File: src/rtl/tcdm_pkg.sv
// Shared TCDM crossbar types and helpers: round-robin index sizing and the
// modulo-NumIn pointer increment used by the per-bank arbiters.
package tcdm_pkg;

    localparam int unsigned DefNumIn = 32;

    // Index width for n masters, never below one bit so single-master banks still have a type.
    function automatic int unsigned idx_width(input int unsigned n);
        return (n > 1) ? $clog2(n) : 1;
    endfunction

    localparam int unsigned RrIdxW = idx_width(DefNumIn);

    typedef logic [RrIdxW-1:0] rr_idx_t;

    // Wraps explicitly at n so non-power-of-two master counts never reach an unused index.
    function automatic int unsigned rr_next(input int unsigned idx, input int unsigned n);
        return (idx + 1 >= n) ? 0 : idx + 1;
    endfunction

endpackage

File: src/rtl/bank_rr_pick.sv
// Combinational round-robin picker: first set request at or above the pointer,
// falling back to the first set request overall.
module bank_rr_pick #(
    parameter int unsigned NumIn = 32,
    parameter int unsigned IdxW  = 5
) (
    input  logic [NumIn-1:0] req_i,
    input  logic [IdxW-1:0]  ptr_i,
    output logic [IdxW-1:0]  idx_o,
    output logic             valid_o
);

    logic [NumIn-1:0] masked;
    logic [IdxW-1:0]  m_idx;
    logic [IdxW-1:0]  u_idx;
    logic             m_vld;
    logic             u_vld;

    always_comb begin
        masked = '0;
        for (int i = 0; i < int'(NumIn); i++) begin
            masked[i] = req_i[i] && (IdxW'(i) >= ptr_i);
        end
    end

    // Scanning downwards so the lowest set bit is the last one written.
    always_comb begin
        m_idx = '0;
        m_vld = 1'b0;
        u_idx = '0;
        u_vld = 1'b0;
        for (int i = int'(NumIn) - 1; i >= 0; i--) begin
            if (masked[i]) begin
                m_idx = IdxW'(i);
                m_vld = 1'b1;
            end
            if (req_i[i]) begin
                u_idx = IdxW'(i);
                u_vld = 1'b1;
            end
        end
    end

    assign idx_o   = m_vld ? m_idx : u_idx;
    assign valid_o = u_vld;

endmodule

File: src/rtl/bank_rr_arb.sv
// Per-bank round-robin arbiter and read-response pipeline for the TCDM crossbar.
// Optional conflict counter enabled by defining BANK_ARB_PERF_CNT_EN.
module bank_rr_arb
    import tcdm_pkg::*;
#(
    parameter int unsigned NumIn         = 32,
    parameter int unsigned ReqDataWidth  = 32,
    parameter int unsigned RespDataWidth = 32,
    parameter int unsigned RespLat       = 1,
    parameter int unsigned CntWidth      = 16
) (
    input  logic                                clk_i,
    input  logic                                rst_ni,
    input  logic [NumIn-1:0]                    req_i,
    input  logic [NumIn-1:0][ReqDataWidth-1:0]  data_i,
    output logic [NumIn-1:0]                    gnt_o,
    output logic [RespDataWidth-1:0]            rdata_o,
    output logic                                mem_req_o,
    output logic [ReqDataWidth-1:0]             mem_data_o,
    input  logic [RespDataWidth-1:0]            mem_rdata_i,
    input  logic                                cnt_clr_i,
    output logic [CntWidth-1:0]                 conflict_cnt_o
);

    localparam int unsigned IdxW   = idx_width(NumIn);
    localparam int unsigned NumStg = (RespLat > 1) ? RespLat - 1 : 1;

    logic [IdxW-1:0] win_idx;
    logic            win_vld;

    generate
        if (NumIn == 1) begin : g_single
            assign win_idx = '0;
            assign win_vld = req_i[0];
        end else begin : g_rr
            logic [IdxW-1:0] rr_q;
            logic [IdxW-1:0] rr_d;

            bank_rr_pick #(
                .NumIn (NumIn),
                .IdxW  (IdxW)
            ) u_pick (
                .req_i   (req_i),
                .ptr_i   (rr_q),
                .idx_o   (win_idx),
                .valid_o (win_vld)
            );

            always_comb begin
                rr_d = rr_q;
                if (win_vld) begin
                    rr_d = IdxW'(rr_next(32'(win_idx), NumIn));
                end
            end

            always_ff @(posedge clk_i or negedge rst_ni) begin
                if (!rst_ni) begin
                    rr_q <= '0;
                end else begin
                    rr_q <= rr_d;
                end
            end
        end
    endgenerate

    always_comb begin
        gnt_o = '0;
        for (int i = 0; i < int'(NumIn); i++) begin
            gnt_o[i] = win_vld && (win_idx == IdxW'(i));
        end
    end

    assign mem_req_o  = |req_i;
    assign mem_data_o = win_vld ? data_i[win_idx] : '0;

    generate
        if (RespLat == 1) begin : g_comb_resp
            assign rdata_o = mem_rdata_i;
        end else begin : g_pipe_resp
            logic [NumStg-1:0]        vld_q;
            logic [NumStg-1:0]        vld_d;
            logic [RespDataWidth-1:0] dat_q [NumStg];
            logic [RespDataWidth-1:0] dat_d [NumStg];

            // vld_q[i] marks that the input of data stage i is valid this cycle.
            always_comb begin
                vld_d[0] = mem_req_o;
                dat_d[0] = vld_q[0] ? mem_rdata_i : dat_q[0];
                for (int unsigned i = 1; i < NumStg; i++) begin
                    vld_d[i] = vld_q[i-1];
                    dat_d[i] = vld_q[i] ? dat_q[i-1] : dat_q[i];
                end
            end

            always_ff @(posedge clk_i or negedge rst_ni) begin
                if (!rst_ni) begin
                    vld_q <= '0;
                    for (int unsigned i = 0; i < NumStg; i++) begin
                        dat_q[i] <= '0;
                    end
                end else begin
                    vld_q <= vld_d;
                    for (int unsigned i = 0; i < NumStg; i++) begin
                        dat_q[i] <= dat_d[i];
                    end
                end
            end

            assign rdata_o = dat_q[NumStg-1];
        end
    endgenerate

`ifdef BANK_ARB_PERF_CNT_EN
    logic                conflict;
    logic [CntWidth-1:0] cnt_q;
    logic [CntWidth-1:0] cnt_d;

    // More than one bit set iff clearing the lowest set bit leaves something.
    assign conflict = |(req_i & (req_i - NumIn'(1)));

    always_comb begin
        cnt_d = cnt_q;
        if (cnt_clr_i) begin
            cnt_d = '0;
        end else if (conflict && (cnt_q != '1)) begin
            cnt_d = cnt_q + CntWidth'(1);
        end
    end

    always_ff @(posedge clk_i or negedge rst_ni) begin
        if (!rst_ni) begin
            cnt_q <= '0;
        end else begin
            cnt_q <= cnt_d;
        end
    end

    assign conflict_cnt_o = cnt_q;
`else
    logic unused_cnt_clr;
    assign unused_cnt_clr = cnt_clr_i;
    assign conflict_cnt_o = '0;
`endif

endmodule
File: config.mk
export PLATFORM = sky130hd
export DESIGN_NAME = bank_rr_arb
export DESIGN_NICKNAME = d
export VERILOG_FILES = /design/src/rtl/tcdm_pkg.sv /design/src/rtl/bank_rr_pick.sv /design/src/rtl/bank_rr_arb.sv
export SDC_FILE = /design/constraint.sdc
export NUM_CORES = 1
export LEC_CHECK = 0
export BUFFER_PORTS_ARGS = -buffer_cell sky130_fd_sc_hd__clkbuf_2
export CAP_MARGIN = 20
export CELL_PAD_IN_SITES_DETAIL_PLACEMENT = 1
export CELL_PAD_IN_SITES_GLOBAL_PLACEMENT = 1
export CORE_AREA = 2 2 462 464
export CTS_CLUSTER_SIZE = 8
export DETAILED_ROUTE_END_ITERATION = 10
export DIE_AREA = 0 0 464 466
export GPL_ROUTABILITY_DRIVEN = 1
export PLACE_DENSITY_LB_ADDON = 0.15
export SLEW_MARGIN = 15
export SYNTH_ARGS = -nofsm -noshare
export SYNTH_HDL_FRONTEND = slang
export SYNTH_SLANG_ARGS = --single-unit
File: constraint.sdc
create_clock -name clk_i -period 6.3 [get_ports clk_i]
set_input_delay 1.575 -clock clk_i [delete_from_list [all_inputs] [get_ports clk_i]]
set_output_delay 1.575 -clock clk_i [all_outputs]
set_load 0.01 [all_outputs]
# == Yosys cells after proc, flatten, opt, wreduce, memory -nomap -nowiden ==
# Cells that the tools add are included.
# word_totals
word_cells,266
inputBits,1091
reg_bits,5
output_inout_bits,113
# classes
magnitude_cmp,34
n_eq_ne,31
n_mux,133
add_sub_neg,1
n_reduce_logical,66
# ops
op,n
$mux W5,66
$bmux W32 S5,1
$eq A5 B5 Y1 const B,16
$ge A5 B5 Y1 const A,16
$logic_and A1 B1 Y1,64
$mux W1,64
$mux W32,2
$eq A5 B4 Y1 const B,8
$ge A4 B5 Y1 const A,8
$reduce_or A32 Y1,1
$eq A5 B3 Y1 const B,4
$ge A3 B5 Y1 const A,4
$eq A5 B2 Y1 const B,2
$ge A1 B5 Y1 const A,2
$ge A2 B5 Y1 const A,2
$add A5 B1 Y6 const B,1
$ge A6 B6 Y1 const B,1
$lt A5 B6 Y1 const B,1
$eq A5 B1 Y1 const B,1
$logic_not A5 Y1,1

# == Depth between registers and ports, before layout ==
# depth
word_depth,38
mapped_depth,18
mapped_depth_nobuf,12

# == By module ==
# A second synthesis with hierarchy kept.
# hier_totals
hier_cells,1154
hier_area_um2,11229.5
# modules_own_cells
mod,instances,area_per_inst_um2,cells_each,seq_area_each_um2
bank_rr_arb,1,9776.9,931,125.1
bank_rr_pick,1,1452.6,223,0.0

# == Least setup slack after synthesis ==
# No wires, ideal clock.
# synth_path
path_type,input-to-output
from,input port req_i[19]
to,output port gnt_o[15]
path_buffers,6
t_arrival_ns,4.408
slack_ns,0.317
stages,17
t_required_ns,4.725
path_cell_list,clkbuf_1 -> nor3_1 -> nor2_1 -> a211o_1 -> and4b_1 -> buf_2 -> o2111ai_1 -> o21a_1 -> nand2_2 -> buf_6 -> buf_6 -> buf_2 -> buf_2 -> ha_1 -> and2_1 -> ha_1 -> and2_1
# synth_via
elab_chain_cells,24
elab_cells_between_ends,84
cone_classes,eq/ne (1); mux (81); reduce/logical (2)
# synth_lines
item,line,source
start: declaration,bank_rr_arb.sv:14,"input logic [NumIn-1:0] req_i,"
$logic_and A1 B1 Y1,bank_rr_pick.sv:22,masked[i] = req_i[i] && (IdxW'(i) >= ptr_i);
$mux W5 / $mux W1 (equally long branches) (20 in a row),bank_rr_pick.sv:33,if (masked[i]) begin
$mux W5,bank_rr_pick.sv:44,assign idx_o = m_vld ? m_idx : u_idx;
$eq A5 B4 Y1,bank_rr_arb.sv:69,gnt_o[i] = win_vld && (win_idx == IdxW'(i));
$logic_and A1 B1 Y1 *,bank_rr_arb.sv:69,
end: declaration,bank_rr_arb.sv:16,"output logic [NumIn-1:0] gnt_o,"
# Every way passes the cells marked *; elsewhere a longest branch is shown, timed or not.

# == Worst setup path in the final report ==
# layout_path
from,input port req_i[28]
to,output port mem_data_o[4]
# layout_via
elab_chain_cells,34
elab_cells_between_ends,121
cone_classes,mux (120); reduce/logical (1)
# layout_lines
item,line,source
$logic_and A1 B1 Y1,bank_rr_pick.sv:22,
$mux W5 / $mux W1 (equally long branches) (29 in a row),bank_rr_pick.sv:33,
$mux W5,bank_rr_pick.sv:44,
$bmux W32 S5,bank_rr_arb.sv:74,assign mem_data_o = win_vld ? data_i[win_idx] : '0;
$mux W32 (not written as such),bank_rr_arb.sv:74,
$mux W32 *,bank_rr_arb.sv:74,
end: declaration,bank_rr_arb.sv:19,"output logic [ReqDataWidth-1:0] mem_data_o,"
# Every way passes the cells marked *; elsewhere a longest branch is shown, timed or not. The select of a mux whose other input is x is not followed.

==> flow_summary.ini <==
[outcome]
status = complete, but fails checks
violations = negative setup slack

[finish]
regMostFlops = g_rr.rr_q
fin_util_pct = 13.8
final_nets = 4634
layout-drive-gt1-share_pct = 60.9
areaGrowthSynthToFinish_pct = 158
reg.largest.list = g_rr.rr_q x5
largest_reg_flops = 5

[yosys]
synthesis.area_mm2 = 0.0113
synthDistinctLibCells = 92
synthFlopType = dfrtp_1
synth_area_per_cell_um2 = 5.73
ys_ff_latch = 5
ys_async_sr_fraction_pct = 100
synthCells = 1977
seq_area_frac_synth_pct = 1.10
synth_edf_count = 0
synth.yosys.warnings = 0

[cts]
cts_root_buf = clkbuf_16
insertion_delay_ns = 0.23
clockBufferDepth = 2
cts_hold_buf = 0
clkTransAtPathRegs_ns = 0.03
cts_tree = done
cts_buffers = 3
cts.sinks = 5
htree_levels = 1

[setup_path]
crit_type = input pin to output pin
reg2reg_slack_ns = 2.22
crit_top_cell = buf_12
crit_path_max_fanout = 5
worst_r2r_path_depth = 18
cp.buffers_inverters = 10
path_cells = buf_8, or2_4, o21a_1, o41ai_2, buf_4, a2111oi_4, nand4b_1, a21oi_4, buf_6, buf_12, inv_16, buf_16, nor2_4, buf_12, buf_12, a22oi_2, o211ai_1, nand4_1, buf_4, o22ai_4, buf_8
rr_endpoint = g_rr.rr_q[4]
r2r-start = g_rr.rr_q[3]
critical_path_arrival_ns = 5.15
cpMaxStageDelayCell = nand4_1
max_stage_delay_ns = 0.32
cp_top_family = buffers and inverters
critPathLaunchType = input pin
critPathRequiredTime_ns = 4.72
critPathCaptureType = output pin

[pwr]
seq_power_share_pct = 0.4
power.switching_mw = 16.7
p_leak_nw = 13.2
ir_drop_uv = 332
switching_share_pct = 56.0
combPwrFrac_pct = 99.3
p_clk_share_pct = 0.4
internal_power_mw = 13.1
power.density_mw_per_mm2 = 1020

[run]
max_cap_viol_count = 0

[place]
hpwl_um = 170000
place_ws_ns = -1.52
place_congestion = 0.838
portBuffers = 1122

[route]
vias_per_cell = 3.49
drt-pass1-iter-count = 5
num_vias = 22300
wl_per_cell_um = 30.3
drcViolationCount = 0
drt_first_iter_violations = 1026
drt-total-wl_um = 193000
final_antenna_net_count = 0

[global_route]
antenna_found_initial = 125
grt_overflow = 0
grt_pass1_vias = 23900
grt_pass1_wl_um = 242000
grt_max_degree = 45
grtUsageTotal_pct = 16.9

[timing]
setup_viol = 32
fin_crit_ns = 6.72
timing.fmax_ghz = 0.149
skew_ns = 0.00268
slew_violations = 0
finalCritPeriodShare_pct = 107
finalWorstSetupSlack_ns = -0.424
worst-slew-pin-transition_ns = 0.768
slew_headroom_pct = 48.6
rsz0062_at_grt = true
hold_viol_final = 0

[floorplanning]
die_h_um = 466
rows = 169
io_pins = 1204
start_util_pct = 5.37
die_x_um = 464
die_area_mm2 = 0.216
coreArea_mm2 = 0.211

[min_path]
hold_path_depth = 3
hp-start = g_rr.rr_q[2]
hp-class = register to register
worst_hold_path.endpoint = g_rr.rr_q[2]
-- repair_timing --
action | 4_1_cts | 5_1_grt
endpoints found under the hold margin | 0 | 0
endpoints found under the setup margin | 64 | 59
resized for setup | 444 | 280
gates cloned | 10 | 4
pin swaps | 134 | 147
setup buffers | 82 | 69
-- cells in the mapped netlist (18+ instances only) --
| cell type | n | share of area [%] |
|---|---|---|
| o21ai_0 | 38 | 1.7 |
| a221oi_1 | 21 | 1.6 |
| a31oi_1 | 39 | 2.2 |
| o211ai_1 | 41 | 2.7 |
| nand3_1 | 220 | 9.7 |
| buf_2 | 92 | 4.1 |
| buf_4 | 84 | 5.6 |
| a21oi_1 | 132 | 5.8 |
| a22oi_1 | 37 | 2.5 |
| nor2_1 | 71 | 2.4 |
| clkbuf_1 | 31 | 1.0 |
| nand2_1 | 657 | 22 |
| nor3_1 | 23 | 1.0 |
| and3_1 | 18 | 0.99 |
| a32oi_1 | 38 | 2.9 |
| mux2i_1 | 121 | 11 |
| nand4_1 | 30 | 1.7 |
| o2111ai_1 | 22 | 1.7 |
-- worst max path at each step --
stage,startpoint,endpoint,cells after the start
after floorplan,req_i[19],gnt_o[15],17
after global placement,req_i[28],mem_data_o[11],16
after detailed placement,req_i[22],mem_data_o[28],21
after CTS,req_i[29],mem_data_o[10],17
after global routing,req_i[28],mem_data_o[17],21
final,req_i[28],mem_data_o[4],21
-- final cells by class --
cell class | instances | area (um2)
Inverter | 18 | 96.3
Clock buffer | 4 | 78.8
Timing Repair Buffer | 1766 | 12900
Antenna cell | 30 | 75.1
Multi-Input combinational cell | 1743 | 12400
Sequential cell | 5 | 125
Tap cell | 2821 | 3530
Fill cell | 25600 | 182000
-- metrics by stage --
stage | instances | area, um2 | hold slack, ns | power, mW | setup TNS, ns
detailed placement | 6220 | 24200 | 0.957 | 23.3 | -42.27
finish | 6387 | 29200 | 0.964 | 29.7 | -9.48
CTS | 6302 | 27500 | 0.964 | 28.5 | -13.35
floorplan | 1992 | 11400 | 0.721 | 8.98 | 0
global route | 6369 | 29200 | 1.00 | 31.7 | -13.60
global placement | 6218 | 24200 | 0.969 | 23.3 | -47.22
-- worst min-delay path: cells and delay by family (launching register included) --
family                 cells  cell delay, ns
and+or+nand+nor            1            0.10
AOI/OAI and AO/OA          1            0.05
DFF                        1            0.52
buffers and inverters      1            0.25
-- power by group through the flow --
stage	clock, mW	sequential [mW]	combinational (mW)
after floorplan	0	0.0678	8.91
after global placement	0	0.118	23.2
after detailed placement	0	0.117	23.2
after CTS	0.109	0.116	28.2
after global routing	0.112	0.118	31.5
final	0.108	0.115	29.5
-- routing by layer --
metal	share of wire [%]	wire, um	track usage (%)	up-vias
li1	-	-	-	10300
met1	42	81500	20.8	10700
met2	49	95600	29.8	964
met3	6.5	12600	3.99	197
met4	1.8	3400	3.12	62
met5	0.20	393	0	-
-- layout by cell type (no fill, tap or decap), types with 19 or more instances in the layout --
cell and count:
a21oi_1 84, a21oi_2 33, a21oi_4 19, a22oi_1 22, a31oi_1 24, a32oi_1 22
buf_12 107, buf_4 422, buf_6 86, buf_8 32, clkbuf_2 1082, diode_2 30
mux2i_1 109, nand2_1 605, nand2_2 38, nand3_1 171, nand3_2 35, nand4_1 30
nor2_1 61, o211ai_1 41, o21ai_0 21
-- kinds of logic (layout without fill, tap and decap cells) --
logic type | count (synthesis) | in the layout | share of synthesized area [%]
compound gates | 509 | 509 | 31.8
fa+ha+maj | 6 | 6 | 0.662
buf+inv | 244 | 1788 | 12.8
flops | 5 | 5 | 1.10
mux | 128 | 128 | 11.4
other cells | 1 | 46 | 0.0331
simple gates | 1084 | 1084 | 42.2
No activity file was read; power rests on OpenSTA's default activity.
